===== src/rtl/dmem_arbiter.sv =====
// dmem_arbiter: shares a single-port data memory between port 0 (CPU load/store)
// and port 1 (debug/DMA) with round-robin arbitration.
//
// Flow: a request is accepted (valid & ready) in IDLE or RESP. The next cycle
// (ACCESS) drives the memory. The cycle after that (RESP) carries a one-cycle
// response pulse on the granted port. A new request may be accepted during RESP,
// so the arbiter sustains one access every two cycles.
//
// Ports:
//   clock, reset                     rising-edge clock, asynchronous active-high reset
//   pN_req_valid/ready/we/addr/wdata request handshake and fields, N = 0, 1
//   pN_resp_valid                    one-cycle response pulse for port N
//   resp_rdata, resp_err             response payload, qualified by a resp_valid pulse
//   mem_read/write/address/write_data  registered memory controls, active only in ACCESS
//   mem_read_data                    combinational read data from the memory
//   stat_p0_count, stat_p1_count     per-port grant counters
//   stat_err_count                   rejected-request counter
//
// Optional feature: define DMEM_ARB_STATS_EN to build the saturating 16-bit
// statistics counters. When it is undefined, the stat outputs are tied to 0.

module dmem_arbiter #(
  parameter int unsigned ADDR_BITS         = 12,
  parameter int unsigned P0_PRIORITY_RESET = 1
) (
  input  logic        clock,
  input  logic        reset,
  input  logic        p0_req_valid,
  output logic        p0_req_ready,
  input  logic        p0_req_we,
  input  logic [31:0] p0_req_addr,
  input  logic [31:0] p0_req_wdata,
  output logic        p0_resp_valid,
  input  logic        p1_req_valid,
  output logic        p1_req_ready,
  input  logic        p1_req_we,
  input  logic [31:0] p1_req_addr,
  input  logic [31:0] p1_req_wdata,
  output logic        p1_resp_valid,
  output logic [31:0] resp_rdata,
  output logic        resp_err,
  output logic        mem_read,
  output logic        mem_write,
  output logic [31:0] mem_address,
  output logic [31:0] mem_write_data,
  input  logic [31:0] mem_read_data,
  output logic [15:0] stat_p0_count,
  output logic [15:0] stat_p1_count,
  output logic [15:0] stat_err_count
);

  typedef enum logic [1:0] {
    IDLE   = 2'd0,
    ACCESS = 2'd1,
    RESP   = 2'd2
  } state_t;

  state_t state;
  state_t state_next;

  // last_grant = 1 means port 1 won the previous handshake, so port 0 has priority next
  logic last_grant;
  logic lat_we;
  logic lat_err;
  logic lat_port;

  logic        can_accept_c;
  logic        grant0_c;
  logic        grant1_c;
  logic        accept_c;
  logic        win_port1_c;
  logic        req_we_c;
  logic [31:0] req_addr_c;
  logic [31:0] req_wdata_c;
  logic        req_err_c;

  // State register
  always_ff @(posedge clock or posedge reset) begin
    if (reset) state <= IDLE;
    else       state <= state_next;
  end

  // Next-state logic
  always_comb begin
    state_next = state;
    case (state)
      IDLE:    if (accept_c) state_next = ACCESS;
      ACCESS:  state_next = RESP;
      RESP:    state_next = accept_c ? ACCESS : IDLE;
      default: state_next = IDLE;
    endcase
  end

  // Arbitration, ready outputs and selected request fields
  always_comb begin
    can_accept_c = (state == IDLE) || (state == RESP);
    grant0_c     = p0_req_valid && (!p1_req_valid || last_grant);
    grant1_c     = p1_req_valid && (!p0_req_valid || !last_grant);
    p0_req_ready = can_accept_c && grant0_c;
    p1_req_ready = can_accept_c && grant1_c;
    accept_c     = p0_req_ready || p1_req_ready;
    win_port1_c  = p1_req_ready;
    req_we_c     = win_port1_c ? p1_req_we    : p0_req_we;
    req_addr_c   = win_port1_c ? p1_req_addr  : p0_req_addr;
    req_wdata_c  = win_port1_c ? p1_req_wdata : p0_req_wdata;
    // Misaligned or outside the byte-address window
    req_err_c    = (req_addr_c[1:0] != 2'b00) || ((req_addr_c >> ADDR_BITS) != 32'd0);
  end

  // Request latch, memory drive and response capture
  always_ff @(posedge clock or posedge reset) begin
    if (reset) begin
      last_grant     <= (P0_PRIORITY_RESET != 0);
      lat_we         <= 1'b0;
      lat_err        <= 1'b0;
      lat_port       <= 1'b0;
      mem_read       <= 1'b0;
      mem_write      <= 1'b0;
      mem_address    <= 32'd0;
      mem_write_data <= 32'd0;
      resp_rdata     <= 32'd0;
      resp_err       <= 1'b0;
      p0_resp_valid  <= 1'b0;
      p1_resp_valid  <= 1'b0;
    end else begin
      // Memory controls and response pulses last exactly one cycle
      mem_read       <= 1'b0;
      mem_write      <= 1'b0;
      mem_address    <= 32'd0;
      mem_write_data <= 32'd0;
      p0_resp_valid  <= 1'b0;
      p1_resp_valid  <= 1'b0;
      if (accept_c) begin
        last_grant <= win_port1_c;
        lat_we     <= req_we_c;
        lat_err    <= req_err_c;
        lat_port   <= win_port1_c;
        // Rejected requests never touch the memory
        if (!req_err_c) begin
          mem_read       <= !req_we_c;
          mem_write      <= req_we_c;
          mem_address    <= req_addr_c;
          mem_write_data <= req_wdata_c;
        end
      end
      if (state == ACCESS) begin
        resp_rdata    <= (!lat_we && !lat_err) ? mem_read_data : 32'd0;
        resp_err      <= lat_err;
        p0_resp_valid <= !lat_port;
        p1_resp_valid <= lat_port;
      end
    end
  end

`ifdef DMEM_ARB_STATS_EN
  localparam int unsigned STAT_W = 16;

  // Saturating grant and error counters
  always_ff @(posedge clock or posedge reset) begin
    if (reset) begin
      stat_p0_count  <= '0;
      stat_p1_count  <= '0;
      stat_err_count <= '0;
    end else if (accept_c) begin
      if (!win_port1_c && (stat_p0_count != '1))
        stat_p0_count <= stat_p0_count + STAT_W'(1);
      if (win_port1_c && (stat_p1_count != '1))
        stat_p1_count <= stat_p1_count + STAT_W'(1);
      if (req_err_c && (stat_err_count != '1))
        stat_err_count <= stat_err_count + STAT_W'(1);
    end
  end
`else
  assign stat_p0_count  = 16'd0;
  assign stat_p1_count  = 16'd0;
  assign stat_err_count = 16'd0;
`endif

endmodule


===== config.mk =====
export PLATFORM = sky130hd
export DESIGN_NAME = dmem_arbiter
export DESIGN_NICKNAME = d
export VERILOG_FILES = /design/src/rtl/dmem_arbiter.sv
export SDC_FILE = /design/constraint.sdc
export NUM_CORES = 1
export LEC_CHECK = 0
export BUFFER_PORTS_ARGS = -buffer_cell sky130_fd_sc_hd__clkbuf_2
export CORE_AREA = 2 2 122 124
export DETAILED_ROUTE_END_ITERATION = 12
export DIE_AREA = 0 0 124 126
export PLACE_DENSITY = 0.67
export SETUP_SLACK_MARGIN = 0.1
export SYNTH_ARGS = -nofsm -noshare
export SYNTH_HDL_FRONTEND = slang
export SYNTH_SLANG_ARGS = --single-unit
export TNS_END_PERCENT = 50

===== constraint.sdc =====
create_clock -name clock -period 10 [get_ports clock]
set_clock_uncertainty 0.2 [all_clocks]
set_input_delay 2 -clock clock [delete_from_list [all_inputs] [get_ports clock]]
set_output_delay 2 -clock clock [all_outputs]
set_load 0.01 [all_outputs]

==> results.md <==
- The required time at the worst-slack endpoint is 7800 ps.
- The part of the total power dissipated in combinational logic is under 10%.
- The flow ran to the end, and the final reports show no timing, DRC or antenna violations.
- For this design the ratio of total power to cell area is 145.3 nW/µm².
- Once the floorplan was initialized, standard cells occupied between 30% and 40% of the core.
- The final worst-path cycle share is 52.51%.
- For the pin with the worst max-slew slack, the measured transition is between 900 and 1000 ps.
- Sequential cells were found to cover 61.74% of the synthesized design area.
- In this run, post-CTS repair resized a total of 0 instances.
- In this run, the number of DRC markers left after iteration 0 of detailed routing was 74.
- The maximum clock rate is between 150 and 200 MHz.
- The highest net fanout along the worst path is 7.
- The headroom to the max-slew limit is 37.34%.
- The worst-case hold path end point is p0_resp_valid$_DFF_PP0_.
- For the worst-skew pair, the clock arrives at the later sink with an insertion delay of 340 ps.
- Data arrives at the worst endpoint at 3050 ps.
- The number of top-level pins is 317.
- The final hold violation count is 0.
- The initial antenna violation count is 0.
- From left edge to right edge, the die measures 124 µm.
- The count of max-cap constraint violations is 0.
- Net switching is about 25% of the power.
- The worst register-to-register path ends at mem_write_data[13]$_DFF_PP0_.
- The number of clock sinks seen by CTS is 107.
- Counting flops with an async set or reset pin after synthesis yields a share of 100.0%.
- Across every metal layer, demand over resource in global routing totals 13.96%.
- CTS built an H-tree with a depth of 3.
- The number of optimization iterations in the first detailed-route pass is 4.
- Summed over all instances, the cell type with the most area after synthesis is dfrtp_1.
- The number of fill cells in the layout is 1415.
- The path category of the worst min-delay check is flip-flop to flip-flop.
- The post-route minimum period is 5251 ps.
- At the end of routability-driven placement, the weighted congestion stood at 0.8187.
- The Yosys step of the flow raised 0 warnings.
- The number of global-route vias before repair is 3335.
- The path type of the worst setup path is input port to output port.
- TritonCTS built the clock tree.
- The number of failing setup endpoints in the final timing report is 0.
- The critical path startpoint category is an input port.
- In this run the core area contains 44 standard-cell rows.
- The share of synthesized area in the top cell type comes to between 60 and 70%.
- The synthesized design contains 0 enable-type register cells.
- Each instance of the synthesized netlist takes up on average 12.65 µm².
- After synthesis the cells add up to 4339 µm².
- By count the netlist is led by dfrtp_1 (106), buf_4 (48), a22oi_1 (44).
- Relative to the synthesized area, the layout overhead comes to 37.92%.
- The placed wire-length estimate after detailed placement is 8523 µm.
- Synthesis produced 343 cells.
- The share of power burned in the clock network is 38.8%.
- The routed wire length is 11230 µm.
- The post-CTS clock slew at the launch and capture registers of the worst setup and hold paths is 70 ps.
- The area of the die is 15620 µm².
- In this run the power spent charging and discharging nets is 216.5 µW.
- The total area inside the core boundary comes to 14310 µm².
- The number of antenna diodes in the final layout is 0.
- The capturing element type of the critical path is an output port.
- Ranked by total cell area, the synthesized netlist is headed by dfrtp_1 (61%), buf_4 (8.3%), a22oi_1 (7.6%).
- For this run, design rule violations remaining after detail routing come to 0.
- Clock tree synthesis inserted a total of 9 buffers.
- The finished layout holds slightly above 800 standard cells, fillers aside.
- The internal power of the cells totals 653.2 µW.
- Once detail routing completed, the nets flagged for antenna violations numbered 0.
- Buffers placed on the I/O ports in this run total 268.
- The number of unique standard cell types used by synthesis is 27.
- The final global-route overflow total is 0.
- In this run the critical register-to-register path is launched from state[0]$_DFFE_PP0P_.
- The setup slack of the most critical reg-to-reg path is 7130 ps.
- The average wire per standard cell is 13.76 µm.
- The leakage power of the design is 3.179 nW.
- The ratio of cells with drive above 1 in the final layout is a little over half.
- The worst supply voltage drop on vdd is between 80 and 90 µV.
- The global-route wire length before repair is between 15000 and 20000 µm.
- For this run, the leading register cell type out of synthesis is dfrtp_1.
- The number of cell instances on the worst register-to-register path is 5.
- The count of vias placed by the detailed router is about 3500.
- After detailed placement, the design holds a cell count of 800.
- By instance count, the leading cell after synthesis is dfrtp_1.
- The share of power burned in registers is 51.7%.
- Entering global routing, the biggest net connects 68 pins.
- The floorplan step set the die height to around 130 µm.
- Using the TritonRoute via totals, the vias-per-cell ratio works out to 4.257.
- The count of cells along the worst hold path is 1.
- In this run the most critical hold path is launched from lat_port$_DFFE_PP0P_.
- The total negative slack for setup checks is 0 ps.
- The final layout contains 793 nets.
- The clock root buffer is clkbuf_16.
- The synthesized design contains 107 register bits.
- The buffer levels on the longest clock path is 2.
- The final count of pins violating max slew is 0.
- The count of hold buffers inserted by post-cts repair is 0.
- Post-CTS timing repair inserted 0 buffers for setup.
- Setup repair after global routing left no endpoint under its margin.
==> final cells by class <==
type	count	area, µm²	share of cell area [%]
Clock buffer	10	229.0	3.826
Inverter	3	13.76	0.2300
Multi-Input combinational cell	233	1396	23.33
Sequential cell	107	2679	44.76
Clock inverter	6	57.56	0.9617
Tap cell	184	230.2	3.847
Timing Repair Buffer	273	1379	23.04
==> per-stage QoR <==
stage / util [%] / total power [mW] / hold WS, ps / cell area (µm²) / setup WS [ps]
after floorplan: - / 0.5070 / 203.2 / 4598 / 4984
after CTS: 41.81 / 0.8853 / 226.7 / 5984 / 4733
after global routing: 41.81 / 0.9127 / 261.9 / 5984 / 4557
final: 41.81 / 0.8697 / 227.5 / 5984 / 4749
after global placement: 39.81 / 0.5406 / 209.6 / 5698 / 4827
after detailed placement: 39.81 / 0.5423 / 214.9 / 5698 / 4748
==> state kept, by name, indices dropped and copies added, names as in the netlist, 2 cells and up <==
signal,flops
mem_address,32
mem_write_data,32
resp_rdata,32
state,2
==> cells by family (layout without fill, tap and decap cells) <==
kind of cell           Yosys count  in the layout  share of synthesized area (%)
DFF                            107            107                          61.74
AOI/OAI and AO/OA               83             83                          15.14
and+or+nand+nor                 79             79                          10.47
buffers and inverters           72            292                          12.34
other                            1             70                        0.08642
muxes                            1              1                         0.2307
==> worst max-delay path by stage <==
stage,startpoint,endpoint,slack (ps)
6_report,p1_req_valid,p1_req_ready,4750
5_1_grt,p1_req_valid,p1_req_ready,4560
4_1_cts,p1_req_valid,p1_req_ready,4730
3_5_place_dp,p1_req_valid,p1_req_ready,4750
3_3_place_gp,p1_req_valid,p1_req_ready,4830
2_1_floorplan,reset,lat_err$_DFFE_PP0P_,4980
==> layout by cell type, fill, tap and decap left out, drive strengths merged, types with 2 or more instances in the layout <==
master and count:
nor2 51, nor4 7, dfrtp 106, nand2 7, nor3 2, buf 5, inv 5, nand2b 6
a22o 32, conb 70, clkbuf 278, or4 4, a22oi 44, clkinv 4, a21oi 3
==> worst max-delay path, stage by stage <==
cell and delay [ps]:
clkbuf_2 110, nand2b_1 70, a21oi_1 610, clkbuf_2 260
==> metal layers <==
layer,track usage (%),wire [µm]
met2,24.89,5790
met3,3.442,881
met5,0,0
met4,5.221,155
met1,15.96,4398
==> power groups by stage <==
stage	Sequential [mW]	Clock [mW]	Combinational, mW
floorplan	0.461	0	0.0461
global placement	0.458	0	0.0829
detailed placement	0.458	0	0.0841
CTS	0.450	0.351	0.0842
global route	0.451	0.368	0.0941
finish	0.450	0.337	0.0831
No activity file was read; power rests on OpenSTA's default activity.
